--- src/rtl/conv_result_fifo.sv ---
// Result buffer answering the fifo_command interface: WRITE captures one datapath result, READ drains to a MEM_READ-paced reader.
// Optional CONV_FIFO_SAT_EN: signed saturation of wr_data to DATA_W instead of truncation.
module conv_result_fifo #(
    parameter int unsigned ACC_W  = 20,
    parameter int unsigned DATA_W = 16,
    parameter int unsigned DEPTH  = 256,
    parameter int unsigned ADDR_W = 8
) (
    input  logic              clk,
    input  logic              reset,
    input  logic [1:0]        fifo_command,
    input  logic [ACC_W-1:0]  wr_data,
    input  logic              MEM_READ,
    output logic [DATA_W-1:0] rd_data,
    output logic              rd_valid,
    output logic [ADDR_W:0]   count,
    output logic              full,
    output logic              empty,
    output logic              busy,
    output logic              drain_done,
    output logic              overflow
);

    localparam int unsigned CNT_W = ADDR_W + 1;
    localparam logic [1:0] CMD_NOP   = 2'b00;
    localparam logic [1:0] CMD_WRITE = 2'b10;
    localparam logic [1:0] CMD_READ  = 2'b01;
    localparam logic [CNT_W-1:0] CNT_FULL = CNT_W'(DEPTH);

    typedef enum logic [1:0] {
        IDLE   = 2'b00,
        DRAIN  = 2'b01,
        FINISH = 2'b10
    } state_t;

    state_t              state;
    state_t              state_nxt;
    logic [1:0]          cmd_q;
    logic                cmd_new;
    logic                wr_accept;
    logic                wr_drop;
    logic                handshake;
    logic                fetch;
    logic [CNT_W-1:0]    ram_cnt;
    logic [CNT_W-1:0]    count_nxt;
    logic [ADDR_W-1:0]   wr_ptr;
    logic [ADDR_W-1:0]   rd_ptr;
    logic [DATA_W-1:0]   wr_conv;
    logic [DATA_W-1:0]   mem [DEPTH];

`ifdef CONV_FIFO_SAT_EN
    // Bits at and above the result sign must all agree, otherwise clamp.
    logic [ACC_W-DATA_W:0] sat_top;

    always_comb begin
        sat_top = wr_data[ACC_W-1:DATA_W-1];
        wr_conv = wr_data[DATA_W-1:0];
        if ((sat_top != '0) && (sat_top != '1)) begin
            wr_conv = wr_data[ACC_W-1] ? {1'b1, {(DATA_W-1){1'b0}}}
                                       : {1'b0, {(DATA_W-1){1'b1}}};
        end
    end
`else
    logic unused_wr_hi;

    assign wr_conv      = wr_data[DATA_W-1:0];
    assign unused_wr_hi = ^wr_data[ACC_W-1:DATA_W];
`endif

    // Command edge detect, write acceptance and drain fetch decisions.
    always_comb begin
        cmd_new   = (fifo_command != cmd_q) && (fifo_command != CMD_NOP);
        wr_accept = cmd_new && (fifo_command == CMD_WRITE) && (state == IDLE) && !full;
        wr_drop   = cmd_new && (fifo_command == CMD_WRITE) && !wr_accept;
        handshake = rd_valid && MEM_READ;
        ram_cnt   = count - CNT_W'(rd_valid);
        fetch     = (state == DRAIN) && (!rd_valid || MEM_READ) && (ram_cnt != '0);
        count_nxt = count;
        if (wr_accept) begin
            count_nxt = count + CNT_W'(1);
        end else if (handshake) begin
            count_nxt = count - CNT_W'(1);
        end
    end

    always_comb begin
        state_nxt = state;
        case (state)
            IDLE:    if (cmd_new && (fifo_command == CMD_READ)) state_nxt = DRAIN;
            DRAIN:   if (count == '0) state_nxt = FINISH;
            FINISH:  state_nxt = IDLE;
            default: state_nxt = IDLE;
        endcase
    end

    always_ff @(posedge clk) begin
        if (!reset) begin
            state <= IDLE;
        end else begin
            state <= state_nxt;
        end
    end

    // Pointers, presented word, occupancy and status flags.
    always_ff @(posedge clk) begin
        if (!reset) begin
            cmd_q      <= CMD_NOP;
            wr_ptr     <= '0;
            rd_ptr     <= '0;
            rd_data    <= '0;
            rd_valid   <= 1'b0;
            count      <= '0;
            full       <= 1'b0;
            empty      <= 1'b1;
            busy       <= 1'b0;
            drain_done <= 1'b0;
            overflow   <= 1'b0;
        end else begin
            cmd_q <= fifo_command;
            if (wr_accept) begin
                wr_ptr <= wr_ptr + ADDR_W'(1);
            end
            if (fetch) begin
                rd_data  <= mem[rd_ptr];
                rd_ptr   <= rd_ptr + ADDR_W'(1);
                rd_valid <= 1'b1;
            end else if (handshake) begin
                rd_valid <= 1'b0;
            end
            count      <= count_nxt;
            full       <= (count_nxt == CNT_FULL);
            empty      <= (count_nxt == '0);
            busy       <= (state_nxt != IDLE);
            drain_done <= (state_nxt == FINISH);
            if (wr_drop) begin
                overflow <= 1'b1;
            end
        end
    end

    // Storage is deliberately not reset.
    always_ff @(posedge clk) begin
        if (wr_accept) begin
            mem[wr_ptr] <= wr_conv;
        end
    end

endmodule

--- config.mk ---
export PLATFORM = sky130hd
export DESIGN_NAME = conv_result_fifo
export DESIGN_NICKNAME = d
export VERILOG_FILES = /design/src/rtl/conv_result_fifo.sv
export SDC_FILE = /design/constraint.sdc
export NUM_CORES = 2
export LEC_CHECK = 0
export CORE_MARGIN = 4
export CORE_UTILIZATION = 27
export DETAILED_ROUTE_END_ITERATION = 7
export SYNTH_ARGS = -nofsm -noshare
export SYNTH_HDL_FRONTEND = slang
export SYNTH_SLANG_ARGS = --single-unit
export TNS_END_PERCENT = 1
--- constraint.sdc ---
create_clock -name clk -period 4.1 [get_ports clk]
set_input_delay 1.025 -clock clk [delete_from_list [all_inputs] [get_ports clk]]
set_output_delay 1.025 -clock clk [all_outputs]
set_load 0.01 [all_outputs]
Word level (Yosys, flattened, before mapping)
Memory sizes are Yosys's and may differ from the RTL's. A register that Yosys moved wholly into a read port is not among the register bits. Cells that the tools add are included.

Add/sub/neg operators: 5. $mul: 0. Div/mod/pow operators: 0. Magnitude comparators: 0. Eq/ne operators: 6. Shift-type cells: 0. Mux-type cells: 9. Bitwise gates (word level): 0. Reduce and logical (&&, ||, !) cells: 21.

Operators by type and width (number): logical NOT 9 bit (2); 2-to-1 mux 9 bit (2); adder 8 x 1 -> 8 bit (second input constant) (2); adder 9 x 1 -> 9 bit (second input constant) (1); equality test 9 bit (second input constant) (1); logical AND 1 bit (9); nonzero test 9 bit (1); subtractor 9 x 1 -> 9 bit (1); subtractor 9 x 1 -> 9 bit (second input constant) (1); nonzero test 2 bit (3); equality test 2 x 1 -> 1 bit (second input constant) (2); equality test 2 bit (second input constant) (2); logical NOT 1 bit (4); 2-to-1 mux 1 bit (4); 2-to-1 mux 2 bit (2); case mux 2 bit (2 select lines) (1); logical NOT 2 bit (1); inequality test 2 bit (1); logical OR 1 bit (1).

Register bits after elaboration: 35. Latch bits: 0. Memory bits (writable): 4096. Memory bits (read-only): 0. Input port bits: 25. Output and inout port bits: 31. Word-level logic and storage cells: 53. Memories kept: 1.

Memory list: mem (words 256, width 16, rd ports 1, clocked after Yosys merged registers in 1, wr ports 1, RTL line 49) `logic [DATA_W-1:0] mem [DEPTH];`.

Depth between registers and ports, before layout
Word-level depth: 7. Depth in mapped cells: 14. Gate-level depth less buffers: 9.

Least setup slack after synthesis
OpenSTA, ideal clock, no wires.

Kind: input-to-reg. From: input port fifo_command[1]. To: memory mem[222][0], enable pin. Setup time: 388 ps. Arrival: 3117 ps. Data required time: 3712 ps. Slack: 595 ps. Cell stages on the path: 7. Path buffers: 3. Cell sequence: nor2b_1 > and3_1 > buf_2 > clkbuf_1 > nand3_1 > clkbuf_1 > nor2_1.

Cells in the longest elaborated chain, start to end: 7. Elaborated cells on any way between the ends: 9. Classes of those cells: 2 x eq/ne; 2 x mux; 5 x reduce/logical.

RTL lines: start: declaration (RTL line 11) `input logic [1:0] fifo_command,`; inequality test 2 bit / nonzero test 2 bit (equally long branches) (RTL line 72) `cmd_new = (fifo_command != cmd_q) && (fifo_command != CMD_NOP);`; logical AND 1 bit (RTL line 72); logical AND 1 bit (*) (3 in a row) (RTL line 73) `wr_accept = cmd_new && (fifo_command == CMD_WRITE) && (state == IDLE) && !full;`; 2-to-1 mux 1 bit (*) (RTL line 143) `if (wr_accept) begin`; 2-to-1 mux 1 bit (implied by the code) (*) (RTL line 144) `mem[wr_ptr] <= wr_conv;`; end: declaration (RTL line 49).

Every way passes the cells marked *; elsewhere a longest branch is shown, timed or not.

==> results list <==
* Insertion delay to the later sink of the worst-skew pair: 0.99 ns
- Clock root buffer: clkbuf_16
* Number of setup buffers added after CTS: 0
- Clock net sink count: 4147
* Leak pwr: 56.68 nW
* Post-Synth XOR/XNOR Area: 0.001088
- For this run, the leading register cell type out of synthesis is edfxtp_1.
* Area fraction in and, or, nand and nor cells after synthesis: 0.02303
- Of the total synthesized cell area, the portion taken by full adders, half adders and majority gates is 0.0006994.
* Maximum Capacitance Violations: 0
- STA puts the critical path data required time at approximately 5.0 ns.
- Clock tree synthesis inserted a total of 420 buffers.
- Counting every instance in the synthesized netlist gives 7923.
- The clock tree synthesis step divided the H-tree into 5 levels.
- Fmax: 247.9 MHz
* Die Wd: 780.2 µm
- Most frequent standard cell in the layout excluding fill and tap cells: edfxtp_1
- Measured on the finished design, the core utilization comes to 0.3202.
* Number of distinct library cell variants in the gate-level netlist after synthesis: 78
- The initial antenna violation count came to 27.
- Once detailed placement completed, the half-perimeter wirelength came to between 300000 and 400000 µm.
* Pin count of the biggest net entering global routing: 122
* Pwr Density: 449.9 nW/µm²
- Row generation in the floorplan step produced 283 rows.
- Global-route congestion overflow total: 0
- The detail route stage leaves a number of antenna-violating nets equal to 0.
* Routed vias/inst: roughly 5.1
- The cell area that synthesis handed to floorplanning was roughly 160000 µm².
- Data arrives at the worst endpoint at around 5.0 ns.
- Top library cells by usage in the layout, fill and taps aside: edfxtp_1, mux4_2, buf_4
* Final setup vio count: 0
- Total die area: 608700 µm²
- Transition at the pin with the smallest max-transition slack: 1.307 ns
* Layout cells sized above 1: 0.2525
* Result of the run: complete, no violations
* Number of DRC markers after the initial detailed-route iteration: 12400
* Number of global-route vias before repair: 83270
- Total number of vias: 86140
- Combinational family with the most area after synthesis: multiplexers
- Crit. End Element: flip-flop
- For flop-to-flop paths, the worst setup slack is 0.07 ns.
* Post-synthesis area per instance: roughly 20 µm²
- First-pass iteration count of the detailed router: 8
- Across every metal layer, demand over resource in global routing totals 0.1545.
- Number of port buffers: 51
- Worst hold path depth: 1
* Portion of netlist area occupied by mux cells: 0.1437
- Sum of routed wire length over all layers: 489000 µm
- Final Slew Violations: 0
- Synthesis inferred 4147 register bits.
- Cts-stage hold buffer count: 0
* Hold path startpoint: overflow$_SDFFE_PN0P_
- Final hold viol count: 0
- Min Clock Period, post-route: 4.033 ns
- Period utilisation layout: 0.9837
* Highest net fanout along the worst path: 35
* Async S/R FF share, synth: 0
- Reg2Reg Capture Point: rd_data[2]$_SDFFE_PN0P_
- Area growth from synthesis to layout: 18.18%
* Layout Nets: 8786
* Placeable core region: 594200 µm²
* Total number of yosys warnings: 0
- Across the VDD grid, the largest voltage drop is between 0.3 and 0.4 mV.
* Launch point of the worst reg-to-reg path: rd_ptr[0]$_SDFFE_PN0P_
* Setup slack after layout: 0.06667 ns
* Routability-driven placement congestion ratio: 0.8709
- Setup crit start kind: flip-flop
- Clock edge transition at the registers on the reported setup and hold paths: 0.06 ns
* Initial Utilization: 0.2710
* Compound-Gate Fraction of Synth Area: 0.04311
- On the final layout, the worst clock skew is 0.07327 ns.
* Worst R2R Path Depth: 11
- In this run the count of I/O pins placed on the die edge is between 50 and 60.
* Type of the worst setup path: reg2reg
* First-pass GRT wire length: a little under 700000 µm
* Share of synthesized area occupied by flip-flops and latches: 0.7703
* Mean routed wirelength per cell: slightly below 30 µm
- For this run, design rule violations remaining after detail routing come to 0.
* Tightest Hold Check Type: reg2reg
- Die Ht: about 800 µm
- Counting every net in the synthesized netlist gives 7957.
- The path with the worst hold slack has its endpoint at overflow$_SDFFE_PN0P_.
* Unrepaired setup endpoints after global routing: no
* TritonCTS clock tree: built
* Worst setup timing slack at the placement stage: -0.1808 ns
* EDFF count, synth: about 4100
* Clock Path Buffers: 4
- Max-slew headroom: 0.1269
worst max-delay path, stage by stage, from the launching register on:
cell	delay (ns)
dfxtp_4	0.77
buf_4	0.28
buf_12	0.27
buf_4	0.28
mux2i_1	0.10
o221ai_1	0.37
o21ai_0	0.16
o31ai_1	0.59
buf_4	0.22
a211oi_1	0.05
nor3_1	0.66
a211o_1	0.18
metal layers:
| layer | part of all wire | vias up | global-route usage |
|---|---|---|---|
| li1 | - | 34820 | - |
| met1 | 0.40 | 45690 | 0.2126 |
| met2 | 0.46 | 4799 | 0.2399 |
| met3 | 0.10 | 824 | 0.03355 |
| met4 | 0.042 | 6 | 0.05742 |
| met5 | 0.00059 | - | 0 |
synthesized netlist by cell type (all sizes together) (13+ instances only):
master,instances,area (µm²)
a221oi,20,175.2
o211ai,23,172.7
a21oi,192,960.9
nor4,20,125.1
a31oi,30,187.7
a22oi,60,450.4
xnor2,13,113.9
and2,34,212.7
o22ai,179,1120
mux2,38,427.9
clkbuf,194,732.0
nand2b,14,87.58
buf,291,2110
edfxtp,4096,123000
o221ai,237,2076
nand2,159,596.8
nor2,368,1384
dfxtp,51,1021
nand4,17,106.4
inv,17,63.81
o21ai,92,460.4
nor2b,25,156.4
mux2i,694,6947
a211oi,25,187.7
mux4,700,15770
nor3,71,355.3
nand3,72,360.4
report_power, final:
part / switching (mW) / internal, mW / leakage [nW]
combinational: 1.44 / 0.730 / 13.1
clock: 16.2 / 20.6 / 6.39
sequential: 0.0330 / 46.6 / 37.2
area by class of cell:
cell class	count	area (µm²)
tap	7837	9806
clock buffer	518	11030
timing repair buffer	892	8666
antenna	14	35.03
fill	56440	403900
inverter	17	80.08
multi-input combinational	3274	34520
clock inverter	248	2085
sequential	4147	124000
logic make-up after synthesis:
family / Yosys count
multiplexers: 1432
XOR/XNOR: 20
buffers and inverters: 502
AND/OR/NAND/NOR: 826
adder cells (fa/ha/maj): 9
AO/OA/AOI/OAI: 987
flip-flops: 4147
how the worst max path moves through the flow:
| stage | start | endpoint | slack (ns) | cells after the start |
|---|---|---|---|---|
| floorplan | fifo_command[1] | mem[222][0]$_DFFE_PP_ | 0.59 | 7 |
| global placement | reset | rd_data[8]$_SDFFE_PN0P_ | -0.17 | 12 |
| detailed placement | reset | rd_data[8]$_SDFFE_PN0P_ | -0.18 | 12 |
| CTS | rd_ptr[0]$_SDFFE_PN0P_ | rd_data[5]$_SDFFE_PN0P_ | 0.02 | 9 |
| global route | rd_ptr[0]$_SDFFE_PN0P_ | rd_data[12]$_SDFFE_PN0P_ | 0.01 | 11 |
| finish | rd_ptr[0]$_SDFFE_PN0P_ | rd_data[2]$_SDFFE_PN0P_ | 0.07 | 11 |
through the flow:
| step | power (mW) | cell area [µm²] | TNS, ns | instances | hold WS (ns) |
|---|---|---|---|---|---|
| floorplan | 48.44 | 161000 | 0 | 7923 | 0.4564 |
| global placement | 49.63 | 177100 | -0.2790 | 16170 | 0.4563 |
| detailed placement | 49.68 | 177100 | -0.2801 | 16170 | 0.4630 |
| CTS | 86.12 | 190200 | 0 | 16930 | 0.3944 |
| global route | 88.00 | 190200 | 0 | 16940 | 0.4396 |
| finish | 85.59 | 190300 | 0 | 16950 | 0.4708 |
state kept, by name, summed over array words and instances (netlist names):
signal and count:
busy 1, rd_valid 1, mem 4096, rd_ptr 8
drain_done 1, full 1, rd_data 16, empty 1
wr_ptr 8, count 9, overflow 1, state 2
cmd_q 2
timing repair:
| item | 4_1_cts | 5_1_grt |
|---|---|---|
| pin swaps | 0 | 0 |
| resized for setup | 2 | 1 |
| setup endpoints to repair | 2 | 1 |
Power figures use the tool's default switching activity.
